==> src/rtl/parallel_adder_pkg.sv <==
// -----------------------------------------------------------------------------
// parallel_adder_pkg
//   Shared definitions for the pipelined parallel adder:
//     - op_t         : 2-bit operation code (ADD, SUB, ACC, CLR)
//     - DEF_WIDTH    : default operand width per lane
//     - DEF_LANES    : default number of lanes
//     - STAGES       : register stages between accept and deliver
//     - BEAT_CNT_W   : width of the delivered-result counter
//     - writes_acc() : true for ops that update the lane accumulator
// -----------------------------------------------------------------------------
package parallel_adder_pkg;

    localparam int DEF_WIDTH  = 8;
    localparam int DEF_LANES  = 12;
    localparam int STAGES     = 2;
    localparam int BEAT_CNT_W = 16;

    typedef enum logic [1:0] {
        OP_ADD = 2'd0,
        OP_SUB = 2'd1,
        OP_ACC = 2'd2,
        OP_CLR = 2'd3
    } op_t;

    function automatic logic writes_acc(input op_t op);
        return (op == OP_ACC) || (op == OP_CLR);
    endfunction

endpackage

==> src/rtl/parallel_adder_pipe_if.sv <==
// -----------------------------------------------------------------------------
// parallel_adder_pipe_if
//   Operand stream in, result stream out, both ready/valid.
//     in_valid/in_ready  : operand beat handshake
//     in_op              : operation for the whole beat
//     in_a/in_b          : lane k operand at [k] (== bits [k*WIDTH +: WIDTH])
//     out_valid/out_ready: result beat handshake
//     out_sum            : lane k result at [k] (WIDTH+1 bits)
//     out_sat            : lane k accumulator clamped on this beat
//     out_beats          : delivered-result count, wraps
//   master = source/consumer side, slave = the adder block.
// -----------------------------------------------------------------------------
interface parallel_adder_pipe_if
    import parallel_adder_pkg::*;
#(
    parameter int WIDTH = DEF_WIDTH,
    parameter int LANES = DEF_LANES
);
    logic                             in_valid;
    logic                             in_ready;
    op_t                              in_op;
    logic [LANES-1:0][WIDTH-1:0]      in_a;
    logic [LANES-1:0][WIDTH-1:0]      in_b;
    logic                             out_valid;
    logic                             out_ready;
    logic [LANES-1:0][WIDTH:0]        out_sum;
    logic [LANES-1:0]                 out_sat;
    logic [BEAT_CNT_W-1:0]            out_beats;

    modport master (
        output in_valid, in_op, in_a, in_b, out_ready,
        input  in_ready, out_valid, out_sum, out_sat, out_beats
    );

    modport slave (
        input  in_valid, in_op, in_a, in_b, out_ready,
        output in_ready, out_valid, out_sum, out_sat, out_beats
    );

endinterface

==> src/rtl/adder_lane.sv <==
// -----------------------------------------------------------------------------
// adder_lane
//   One lane of the parallel adder: computes the stage-2 result from the
//   stage-1 operands and owns the lane's saturating accumulator.
//     clk, rst_n : clock, async active-low reset
//     adv        : the stage-1 beat moves into stage 2 this cycle
//     op         : stage-1 operation
//     a, b       : stage-1 operands (unsigned)
//     sum, sat   : stage-2 result registers
// -----------------------------------------------------------------------------
module adder_lane
    import parallel_adder_pkg::*;
#(
    parameter int WIDTH = DEF_WIDTH
)
(
    input  logic             clk,
    input  logic             rst_n,
    input  logic             adv,
    input  op_t              op,
    input  logic [WIDTH-1:0] a,
    input  logic [WIDTH-1:0] b,
    output logic [WIDTH:0]   sum,
    output logic             sat
);

    localparam logic [WIDTH:0] ACC_MAX = '1;

    logic [WIDTH:0]   acc;
    logic [WIDTH+1:0] acc_raw;   // one spare bit: acc + a + b < 2^(WIDTH+2)
    logic [WIDTH:0]   sum_next;
    logic             sat_next;

    always_comb begin
        acc_raw  = {1'b0, acc} + {2'b00, a} + {2'b00, b};
        sum_next = '0;
        sat_next = 1'b0;
        case (op)
            OP_ADD: sum_next = {1'b0, a} + {1'b0, b};
            OP_SUB: sum_next = {1'b0, a} - {1'b0, b};
            OP_ACC: begin
                if (acc_raw[WIDTH+1]) begin
                    sum_next = ACC_MAX;
                    sat_next = 1'b1;
                end else begin
                    sum_next = acc_raw[WIDTH:0];
                end
            end
            default: sum_next = '0;   // CLR
        endcase
    end

    // The accumulator is written on the same edge the result enters stage 2,
    // so a following ACC beat already sitting in stage 1 reads the new value
    // directly: back-to-back accumulation needs no separate bypass.
    always_ff @(posedge clk or negedge rst_n) begin
        if (!rst_n) begin
            acc <= '0;
            sum <= '0;
            sat <= 1'b0;
        end else if (adv) begin
            sum <= sum_next;
            sat <= sat_next;
            if (writes_acc(op)) acc <= sum_next;   // CLR's sum_next is zero
        end
    end

endmodule

==> src/rtl/parallel_adder_pipe.sv <==
// -----------------------------------------------------------------------------
// parallel_adder_pipe
//   Two-stage pipelined array of LANES independent adder lanes with
//   ready/valid on both sides.
//     clk, rst_n : clock, async active-low reset
//     bus        : parallel_adder_pipe_if.slave (operand in, result out,
//                  out_beats delivered-result counter)
//   Stage 1 registers operands/op; stage 2 (inside each lane) holds results.
//   A beat accepted in cycle n is presented in cycle n+2 when not stalled.
// -----------------------------------------------------------------------------
module parallel_adder_pipe
    import parallel_adder_pkg::*;
#(
    parameter int WIDTH = DEF_WIDTH,
    parameter int LANES = DEF_LANES
)
(
    input  logic                 clk,
    input  logic                 rst_n,
    parallel_adder_pipe_if.slave bus
);

    logic [STAGES:1]             vld_pipe;   // [1] = S1 valid, [2] = S2 valid
    logic                        adv1;
    logic                        adv2;
    logic                        lane_adv;
    op_t                         s1_op;
    logic [LANES-1:0][WIDTH-1:0] s1_a;
    logic [LANES-1:0][WIDTH-1:0] s1_b;
    logic [LANES-1:0][WIDTH:0]   lane_sum;
    logic [LANES-1:0]            lane_sat;
    logic [BEAT_CNT_W-1:0]       beats;

    // Each stage may load when it is empty or its content leaves this cycle.
    // in_ready depends on out_ready only, never on in_valid.
    assign adv2     = ~vld_pipe[2] | bus.out_ready;
    assign adv1     = ~vld_pipe[1] | adv2;
    assign lane_adv = adv2 & vld_pipe[1];

    always_ff @(posedge clk or negedge rst_n) begin
        if (!rst_n) begin
            vld_pipe <= '0;
            s1_op    <= OP_ADD;
            s1_a     <= '0;
            s1_b     <= '0;
        end else begin
            if (adv1) begin
                vld_pipe[1] <= bus.in_valid;
                if (bus.in_valid) begin
                    s1_op <= bus.in_op;
                    s1_a  <= bus.in_a;
                    s1_b  <= bus.in_b;
                end
            end
            if (adv2) vld_pipe[2] <= vld_pipe[1];
        end
    end

    for (genvar k = 0; k < LANES; k++) begin : g_lane
        adder_lane #(.WIDTH(WIDTH)) u_lane (
            .clk   (clk),
            .rst_n (rst_n),
            .adv   (lane_adv),
            .op    (s1_op),
            .a     (s1_a[k]),
            .b     (s1_b[k]),
            .sum   (lane_sum[k]),
            .sat   (lane_sat[k])
        );
    end

    always_ff @(posedge clk or negedge rst_n) begin
        if (!rst_n)                           beats <= '0;
        else if (vld_pipe[2] & bus.out_ready) beats <= beats + 1'b1;
    end

    assign bus.in_ready  = adv1;
    assign bus.out_valid = vld_pipe[2];
    assign bus.out_sum   = lane_sum;
    assign bus.out_sat   = lane_sat;
    assign bus.out_beats = beats;

endmodule
==> src/flat_wrapper.sv <==
// flat-port wrapper written by rule: the top's interface ports become plain ports
module parallel_adder_pipe_flat import parallel_adder_pkg::*;
#(
    parameter int WIDTH = DEF_WIDTH,
    parameter int LANES = DEF_LANES
)
  (clk, rst_n, bus_in_valid, bus_in_op, bus_in_a, bus_in_b, bus_out_ready, bus_in_ready, bus_out_valid, bus_out_sum, bus_out_sat, bus_out_beats);
  parallel_adder_pipe_if #(.WIDTH(WIDTH), .LANES(LANES)) bus_i ();
  input  logic clk;
  input  logic rst_n;
  input wire logic [$bits(bus_i.in_valid)-1:0] bus_in_valid;
  input wire logic [$bits(bus_i.in_op)-1:0] bus_in_op;
  input wire logic [$bits(bus_i.in_a)-1:0] bus_in_a;
  input wire logic [$bits(bus_i.in_b)-1:0] bus_in_b;
  input wire logic [$bits(bus_i.out_ready)-1:0] bus_out_ready;
  output wire logic [$bits(bus_i.in_ready)-1:0] bus_in_ready;
  output wire logic [$bits(bus_i.out_valid)-1:0] bus_out_valid;
  output wire logic [$bits(bus_i.out_sum)-1:0] bus_out_sum;
  output wire logic [$bits(bus_i.out_sat)-1:0] bus_out_sat;
  output wire logic [$bits(bus_i.out_beats)-1:0] bus_out_beats;
  assign bus_i.in_valid = bus_in_valid;
  assign bus_i.in_op = bus_in_op;
  assign bus_i.in_a = bus_in_a;
  assign bus_i.in_b = bus_in_b;
  assign bus_i.out_ready = bus_out_ready;
  assign bus_in_ready = bus_i.in_ready;
  assign bus_out_valid = bus_i.out_valid;
  assign bus_out_sum = bus_i.out_sum;
  assign bus_out_sat = bus_i.out_sat;
  assign bus_out_beats = bus_i.out_beats;
  parallel_adder_pipe #(.WIDTH(WIDTH), .LANES(LANES)) u_core (.clk(clk), .rst_n(rst_n), .bus(bus_i));
endmodule
==> config.mk <==
export PLATFORM = sky130hd
export DESIGN_NAME = parallel_adder_pipe_flat
export DESIGN_NICKNAME = d
export VERILOG_FILES = /design/src/rtl/parallel_adder_pkg.sv /design/src/rtl/parallel_adder_pipe_if.sv /design/src/rtl/adder_lane.sv /design/src/rtl/parallel_adder_pipe.sv /design/src/flat_wrapper.sv
export SDC_FILE = /design/constraint.sdc
export NUM_CORES = 1
export LEC_CHECK = 0
export BUFFER_PORTS_ARGS = -buffer_cell sky130_fd_sc_hd__buf_2
export CORE_MARGIN = 3
export CORE_UTILIZATION = 33
export CTS_CLUSTER_DIAMETER = 150
export DETAILED_ROUTE_END_ITERATION = 8
export SLEW_MARGIN = 30
export SYNTH_ARGS = -nofsm -noshare
export SYNTH_HDL_FRONTEND = slang
export SYNTH_HIERARCHICAL = 1
export SYNTH_SLANG_ARGS = --single-unit
==> constraint.sdc <==
create_clock -name clk -period 3.3 [get_ports clk]
set_input_delay 0.495 -clock clk [delete_from_list [all_inputs] [get_ports clk]]
set_output_delay 0.495 -clock clk [all_outputs]
set_load 0.005 [all_outputs]
==> results of run 1 <==
-- final timing paths --
check	start	endpoint	slack [ps]	cells past startpoint
min in group asynchronous	rst_n	u_core/g_lane[9].u_lane/acc[8]	460	2
max in group asynchronous	rst_n	u_core/s1_a[4]	1820	3
worst min register to register	u_core/g_lane[8].u_lane/acc[6]	u_core/g_lane[8].u_lane/acc[6]	470	2
worst max register to register	u_core/s1_b[25]	u_core/g_lane[3].u_lane/sum[6]	270	9
worst max-delay path	u_core/s1_b[25]	u_core/g_lane[3].u_lane/sum[6]	270	9
worst min-delay path	bus_in_a[22]	u_core/s1_a[22]	80	2
-- logic make-up after synthesis --
logic type / Yosys count / synth area share, %
DFF: 440 / 36.11
adders and majority gates: 325 / 16.29
AOI/OAI and AO/OA: 735 / 16.58
xor gates and xnor gates: 204 / 5.859
and+or+nand+nor: 685 / 10.81
muxes: 238 / 9.959
buffers and inverters: 312 / 4.395
-- layer usage --
metal / vias to the layer above / part of all wire (%) / wire length, µm
li1: 11190 / - / -
met1: 11310 / 47 / 40090
met2: 521 / 45 / 38270
met3: 117 / 5.4 / 4612
met4: 8 / 2.3 / 1946
met5: - / 0.065 / 55
-- per-stage QoR --
stage	util [%]	hold WS, ps	cell area, µm²	setup slack [ps]	instances
detailed placement	37.37	456.7	33950	275.2	4455
global route	39.37	52.70	35760	40.66	4553
finish	39.37	78.61	35760	265.4	4553
CTS	39.37	27.06	35760	272.6	4553
global placement	37.37	456.1	33950	347.1	4455
floorplan	-	199.4	30490	11.08	2939
-- sequential cells by signal (all words and copies together), names as in the netlist --
name,flops
u_core/s1_op,2
u_core/s1_a,96
u_core/s1_b,96
u_core/g_lane.u_lane/acc,108
u_core/vld_pipe,2
u_core/g_lane.u_lane/sum,108
u_core/bus.out_beats,16
u_core/g_lane.u_lane/sat,12
-- area by class of cell --
cell class	instances	area, µm²	area share [%]
clock buffers	72	1500	4.195
repair buffers	400	2365	6.613
inverters	253	949.7	2.656
flip-flops and latches	440	11020	30.80
multi-input cells	2187	18160	50.78
clock inverters	25	300.3	0.8397
well taps	1176	1471	4.115
-- power groups by stage --
stage	Combinational (mW)	Sequential [mW]	Clock [mW]
after floorplan	13.8	8.22	0
after global placement	18.2	8.57	0
after detailed placement	18.4	8.57	0
after CTS	18.5	8.50	6.38
after global routing	20.9	8.70	6.56
final	18.5	8.47	6.17
-- placed cells by master (no fill, tap or decap), drive strengths merged, types with 120 or more instances in the layout --
| cell | n |
|---|---|
| a21oi | 184 |
| buf | 399 |
| dfrtp | 440 |
| fa | 120 |
| ha | 205 |
| inv | 257 |
| mux2 | 223 |
| nand2 | 222 |
| nor2 | 213 |
| o21ai | 194 |
| xnor2 | 169 |
-- critical path, cell delays in order, from the launching register on --
cell	delay (ps)
dfrtp_1	440
fa_1	500
ha_1	260
fa_1	440
a211oi_2	270
o21ai_0	130
o2111ai_1	110
nand2_1	230
o21ai_0	340
o221ai_1	170
==> impl_metrics.yaml, run 1 <==
global_routing:
  grt_usage_pct: 17.68
  overflow: 0
  met1_usage_pct: 24.65
  grt_pass1_vias: 23430
  grtUsageMet2_pct: 28.33
  antenna_found_initial: 7
  busiest_layer: "met2"
  grt_pass1_wl_mm: 134.3
  use_met3_pct: 3.240
  grt_max_degree: 74
logic_synthesis:
  avgSynthCellArea_um2: 10.38
  yosysMostFrequentCell: "dfrtp_1"
  syn_nets: 3462
  yosys.area.top_type: "dfrtp_1"
  yosysSeqAreaShare_pct: 36.11
  synthArstFlopShare_pct: 100.0
  synth_cell_type_count: 90
  synth-main-ff-cell: "dfrtp_1"
  synth_common_cells: "dfrtp_1 (440), inv_1 (249), nand2_1 (221), nor2_1 (209), ha_1 (205)"
  synth_area_leaders: "dfrtp_1 (36%), ha_1 (8.4%), fa_1 (7.9%)"
  netlist.area_leader.share_pct: 36.11
  synth_edf_count: 0
  syn_area_mm2: 0.03049
  synth_seq_cells: 440
  synth_warnings: 6
  synth_cells: 2939
die:
  die_area_mm2: 0.09609
  die_x_um: 310.0
  start_util_pct: 33.57
  die_h_um: 310.0
  rows: 110
  coreArea_mm2: 0.09084
  top_level_ports: 336
pwr:
  switchingPower_mw: 13.91
  p_comb_share_pct: 55.8
  power_leakage_nw: 16.83
  pwr_density_cell_mw_per_mm2: 925.7
  swShare_pct: 42.00
  power.total_mw: 33.10
  irDropWorstVdd_v: 0.0004451
  pwr-share-seq_pct: 25.6
  power.share.clock_pct: 18.6
  cellInternalPower_mw: 19.20
clock_tree:
  htreeDepth: 2
  tritoncts: "built"
  clk_path_buf_depth: 3
  postCtsHoldBufs: 1
  cts_buffers: 54
  cts_resized: 0
  postCtsSetupBuffers: 0
  root_buffer: "clkbuf_16"
  clk_latency_ps: 630
  clock-sinks: 440
  clk_pin_slew_worst_paths_ps: 60
timing:
  period_share_pct: 91.96
  finalCriticalPeriod_ps: 3035
  max_freq_mhz: 329.5
  maxSlewViolCount: 0
  max_slew.worst_pin.slew_ps: 705.9
  fin_skew_ps: 15.18
  timing.final.hold_violations: 0
  tns_ps: 0
  finalSetupViolations: 0
  slew_headroom_pct: 52.77
  rsz0062_at_grt: "no"
route:
  vias: 23140
  viasPerCell: 5.082
  drt_pre_antenna_iters: 5
  wl_per_cell_um: 18.66
  drc_errors: 0
  detail-route-antenna-nets: 0
  wl_mm: 84.97
  drtIter0Drc: 1394
place:
  place_congestion: 0.9096
  dpl.hpwl_mm: 66.49
  port_buffers: 335
min_path:
  min_path_type: "primary input to flop"
layout:
  n_fill_cell: 8949
  area_growth_pct: 17.27
  nets: 3859
  drive_gt1_share_pct: 23.66
  n_antenna_cell: 0
critical_path:
  crit_fanout: 9
  worstPathRequired_ps: 3780
  critPathKind: "flop to flop"
  critPathArrivalTime_ps: 3510
  start_kind: "flop"
  cp-end-kind: "flop"
flow_run:
  maxCapViolCount: 0
status:
  status: "finished, final reports clean"
Note: power is estimated with default switching activity, not from simulation.
==> run 2: changes to the inputs <==
--- a/config.mk
+++ b/config.mk
@@ -10,6 +10,7 @@
 export CORE_UTILIZATION = 33
 export CTS_CLUSTER_DIAMETER = 150
 export DETAILED_ROUTE_END_ITERATION = 8
+export GPL_TIMING_DRIVEN = 0
 export SLEW_MARGIN = 30
 export SYNTH_ARGS = -nofsm -noshare
 export SYNTH_HDL_FRONTEND = slang
==> impl_metrics.yaml, run 2 (same netlist as run 1, synthesis figures left out) <==
status:
  status: "finished, final reports clean"
timing:
  timing.final.hold_violations: 0
  fin_ws_ps: 126.0
  slew_headroom_pct: 55.11
  finalSetupViolations: 0
  maxSlewViolCount: 0
  finalCriticalPeriod_ps: 3174
  fin_skew_ps: 17.64
  tns_ps: 0
  max_slew.worst_pin.slew_ps: 670.8
  period_share_pct: 96.18
  max_freq_mhz: 315.1
  rsz0062_at_grt: "yes"
clock_tree:
  tritoncts: "built"
  clk_latency_ps: 630
  clk_path_buf_depth: 3
  htreeDepth: 2
  cts_buffers: 55
  clock-sinks: 440
  root_buffer: "clkbuf_16"
  clk_pin_slew_worst_paths_ps: 50
flow_run:
  maxCapViolCount: 0
route:
  detail-route-antenna-nets: 0
  viasPerCell: 5.071
  drt_pre_antenna_iters: 7
  wl_per_cell_um: 19.40
  vias: 23200
  drtIter0Drc: 1324
  wl_mm: 88.72
  drc_errors: 0
pwr:
  swShare_pct: 41.85
  irDropWorstVdd_v: 0.0006392
  power_leakage_nw: 16.88
  pwr_density_cell_mw_per_mm2: 928.7
  p_comb_share_pct: 55.5
  switchingPower_mw: 13.96
  cellInternalPower_mw: 19.40
  power.share.clock_pct: 19.1
  pwr-share-seq_pct: 25.4
min_path:
  min_path_type: "primary input to flop"
  min-delay-start: "bus_in_a[67]"
die:
  die_h_um: 310.0
  top_level_ports: 336
  rows: 110
  die_x_um: 310.0
  coreArea_mm2: 0.09084
  die_area_mm2: 0.09609
  start_util_pct: 33.57
place:
  dpl-instance-area_mm2: 0.03390
  dpl_worst_slack_ps: -257.1
  port_buffers: 335
  dp_cells: 4459
  place_congestion: 0.8593
  dpl.hpwl_mm: 68.45
critical_path:
  crit_fanout: 9
  worstPathRequired_ps: 3760
  worstPathCellList: "fa_1 -> ha_1 -> fa_1 -> a211oi_2 -> o21ai_0 -> o2111ai_1 -> nand2_1 -> o21ai_0 -> o221ai_1"
  critPathArrivalTime_ps: 3630
  crit_slowest_cell: "fa_1"
  r2r_start: "u_core/s1_b[33]"
  critPathMaxStageDelay_ps: 490
  start_kind: "flop"
  critPathKind: "flop to flop"
  startpoint: "u_core/s1_b[33]"
  cp-end-kind: "flop"
layout:
  fin_area_mm2: 0.03592
  area_growth_pct: 17.78
  multi_input_area_mm2: 0.01816
  seq_area_mm2: 0.01102
  finalNonFillerCells: 4574
  drive_gt1_share_pct: 23.44
  reg.largest.list: "u_core/g_lane.u_lane/acc: 108 flops, u_core/g_lane.u_lane/sum: 108 flops"
  final_util_pct: 39.54
  final_cell_mix: "dfrtp_1 (438), buf_2 (346), inv_1 (249)"
  layout_commonest_cell: "dfrtp_1"
  nets: 3870
  n_fill_cell: 9001
global_routing:
  antenna_found_initial: 25
  grt_max_degree: 76
  overflow: 0
  grt_pass1_vias: 23780
  grt_pass1_wl_mm: 137.9
  grt_usage_pct: 18.44
==> run 2: cell count changes in the layout (fill, tap and decap cells not counted), moves of 7 or more <==
cell | previous run | this run
buf_2 | 334 | 346
buf_4 | 49 | 8
diode_2 | 0 | 7
buf_16 | 0 | 9
buf_12 | 15 | 2
clkbuf_1 | 11 | 33
buf_6 | 0 | 18
==> run 2: per-stage QoR <==
step | hold slack (ps) | total power, mW
6_report | 88.73 | 33.36
5_1_grt | 60.02 | 36.41
4_1_cts | 32.82 | 33.60
3_5_place_dp | 463.0 | 26.89
3_3_place_gp | 456.8 | 26.60
2_1_floorplan | 199.4 | 22.06
==> run 2: worst paths after layout <==
kind | end | slack, ps | depth (start not counted)
setup / recovery | u_core/g_lane[4].u_lane/sum[4] | 130 | 9
hold / removal | u_core/s1_a[67] | 90 | 2
setup reg to reg | u_core/g_lane[4].u_lane/sum[4] | 130 | 9
hold reg to reg | u_core/g_lane[10].u_lane/sum[7] | 470 | 1
max in group asynchronous | u_core/g_lane[2].u_lane/acc[7] | 1700 | 4
min in group asynchronous | u_core/g_lane[9].u_lane/acc[2] | 400 | 2
==> run 2: worst max-delay path, delay by kind of cell (launching register included) <==
kind / cells / cell delay [ps]
DFF: 1 / 450
and+or+nand+nor: 1 / 240
AOI/OAI and AO/OA: 5 / 1130
adders and majority gates: 3 / 1200
==> run 2: what timing repair did <==
item / in CTS / in global routing
setup endpoints to repair: 29 / 36
hold endpoints to repair: 57 / 0
setup buffers: 5 / 1
hold buffers: 1 / 0
gates resized for setup: 6 / 11
==> run 2: layout make-up <==
type	count	area share, %
antenna	7	0.04877
buffer	59	1.104
clock buffer	79	4.424
clock inverter	22	0.8187
inverter	253	2.644
multi-input combinational	2187	50.56
sequential	440	30.68
tap	1176	4.097
timing repair buffer	351	5.630
==> run 2: metal layers <==
metal  GRT usage [%]  up-vias  share of wire [%]
li1                -    11220                  -
met3           5.391      161                7.3
met1           24.32    11250                 45
met4           5.434       30                2.8
met2           29.35      541                 45
met5               0        -               0.23
==> run 2: power by group through the flow <==
stage | combinational (mW) | clock [mW] | sequential [mW]
after global routing | 20.9 | 6.82 | 8.71
final | 18.5 | 6.37 | 8.48
after floorplan | 13.8 | 0 | 8.22
after global placement | 17.9 | 0 | 8.66
after CTS | 18.5 | 6.61 | 8.51
after detailed placement | 18.3 | 0 | 8.61
==> run 3: changes to the inputs <==
--- a/config.mk
+++ b/config.mk
@@ -8,6 +8,7 @@
 export BUFFER_PORTS_ARGS = -buffer_cell sky130_fd_sc_hd__buf_2
 export CORE_MARGIN = 3
 export CORE_UTILIZATION = 33
+export CTS_BUF_LIST = sky130_fd_sc_hd__clkbuf_2
 export CTS_CLUSTER_DIAMETER = 150
 export DETAILED_ROUTE_END_ITERATION = 8
 export GPL_TIMING_DRIVEN = 0
==> impl_metrics.yaml, run 3 (same netlist as run 1, synthesis figures left out) <==
status:
  status: "finished, final reports clean"
layout:
  reg.largest.list: "u_core/g_lane.u_lane/acc: 108 flops, u_core/g_lane.u_lane/sum: 108 flops"
  final_util_pct: 44.55
  final_cell_mix: "dlygate4sd3_1 (516), dfrtp_1 (435), buf_2 (348)"
  n_fill_cell: 8632
  finalNonFillerCells: 5226
  layout_commonest_cell: "dlygate4sd3_1"
  drive_gt1_share_pct: 22.83
  nets: 4466
  area_growth_pct: 32.72
timing:
  maxSlewViolCount: 0
  max_freq_mhz: 315.1
  finalCriticalPeriod_ps: 3174
  slew_headroom_pct: 39.15
  rsz0062_at_grt: "yes"
  fin_ws_ps: 126.1
  fin_skew_ps: 116.1
  finalSetupViolations: 0
  tns_ps: 0
  timing.final.hold_violations: 0
  max_slew.worst_pin.slew_ps: 912.7
  period_share_pct: 96.18
critical_path:
  worstPathRequired_ps: 4500
  r2r_start: "u_core/s1_op[1]"
  crit_fanout: 12
  critPathBufInv: 2
  crit_slowest_cell: "dfrtp_4"
  worstPathCellList: "buf_4 -> nor2b_1 -> clkbuf_1 -> mux2_2 -> fa_1 -> nor2b_1 -> o2111ai_1 -> a31oi_1 -> xnor2_1 -> a21oi_1 -> a21oi_1"
  r2r_cells: 11
  critical_path.top_delay_family: "compound AO/OA/AOI/OAI gates"
  rrSetupSlack_ps: 130
  critPathArrivalTime_ps: 4370
  cp-end-kind: "flop"
  start_kind: "flop"
  critPathKind: "flop to flop"
  reg2reg_to: "u_core/g_lane[6].u_lane/sum[8]"
  critPathMaxStageDelay_ps: 530
die:
  coreArea_mm2: 0.09084
  die_h_um: 310.0
  start_util_pct: 33.57
  die_area_mm2: 0.09609
  top_level_ports: 336
  rows: 110
  die_x_um: 310.0
clock_tree:
  clk_pin_slew_worst_paths_ps: 140
  clk_path_buf_depth: 3
  htreeDepth: 4
  clock-sinks: 440
  cts_buffers: 133
  clk_latency_ps: 1350
  tritoncts: "built"
  root_buffer: "clkbuf_2"
min_path:
  min-delay-start: "bus_out_ready"
  min_path_type: "primary input to flop"
  holdPathStages: 6
  holdPathEnd: "u_core/bus.out_beats[12]"
route:
  drc_errors: 0
  drt_pre_antenna_iters: 7
  vias: 26160
  wl_per_cell_um: 18.69
  detail-route-antenna-nets: 0
  wl_mm: 97.69
  viasPerCell: 5.006
  drtIter0Drc: 1489
pwr:
  power.total_mw: 32.33
  irDropWorstVdd_v: 0.0005300
  power_leakage_nw: 19.04
  pwr_density_cell_mw_per_mm2: 799.0
place:
  dpl.hpwl_mm: 68.45
  dpl_worst_slack_ps: -257.1
  dp_cells: 4459
  place_congestion: 0.8593
  port_buffers: 335
flow_run:
  maxCapViolCount: 0
global_routing:
  grt_pass1_vias: 27680
  grt_usage_pct: 20.55
  overflow: 0
  grt_pass1_wl_mm: 154.1
  antenna_found_initial: 24
  grt_max_degree: 76
[run 3: worst register-to-register path, cell delays in order (launching register included)]
cell	delay [ps]
dfrtp_4	530
buf_4	250
nor2b_1	170
clkbuf_1	300
mux2_2	410
fa_1	440
nor2b_1	180
o2111ai_1	160
a31oi_1	200
xnor2_1	140
a21oi_1	80
a21oi_1	150
[run 3: repair_timing]
item                       in CTS  in global routing
resized for setup               6                 24
pin swaps                       0                  2
hold buffers                  517                  0
setup endpoints to repair      29                 28
hold endpoints to repair      665                  0
buffers inserted                8                  0
[run 3: area by class of cell]
class | instances | area (µm²) | area share, %
Multi-Input combinational cell | 2187 | 18170 | 44.89
Sequential cell | 440 | 11020 | 27.23
Timing Repair Buffer | 869 | 7219 | 17.84
Tap cell | 1176 | 1471 | 3.636
Clock buffer | 193 | 965.9 | 2.387
Inverter | 253 | 949.7 | 2.347
Buffer | 59 | 396.6 | 0.9801
Clock inverter | 33 | 239.0 | 0.5905
Antenna cell | 16 | 40.04 | 0.09893
[run 3: metal layers]
metal / vias to the layer above / wire [µm] / GRT usage [%]
li1: 12470 / - / -
met1: 12640 / 43100 / 26.09
met2: 787 / 45220 / 33.82
met3: 245 / 5850 / 4.914
met4: 20 / 3392 / 8.074
met5: - / 122 / 0
[run 3: stage by stage]
| stage | hold WS [ps] | area (µm²) |
|---|---|---|
| after floorplan | 199.4 | 30490 |
| final | 368.6 | 40470 |
| after global placement | 456.8 | 33640 |
| after detailed placement | 463.0 | 33900 |
| after CTS | 82.44 | 40410 |
| after global routing | 166.7 | 40450 |
[run 3: worst max path at each step]
stage / startpoint / end / slack (ps) / depth (start not counted)
final: u_core/s1_op[1] / u_core/g_lane[6].u_lane/sum[8] / 130 / 11
after detailed placement: u_core/s1_op[1] / u_core/g_lane[9].u_lane/sum[8] / -260 / 11
after global routing: u_core/s1_b[25] / u_core/g_lane[3].u_lane/sum[5] / -60 / 9
after floorplan: u_core/s1_op[1] / u_core/g_lane[0].u_lane/sum[6] / 10 / 10
after global placement: rst_n / u_core/s1_op[0] / -8900 / 1
after CTS: u_core/s1_op[1] / u_core/g_lane[9].u_lane/sum[8] / 30 / 11
[run 3: where the power goes]
part / leakage (nW) / total [mW] / switching [mW] / internal, mW
combinational: 12.8 / 19.4 / 10.3 / 9.08
clock: 0.919 / 4.50 / 2.63 / 1.86
sequential: 5.33 / 8.49 / 1.47 / 7.02
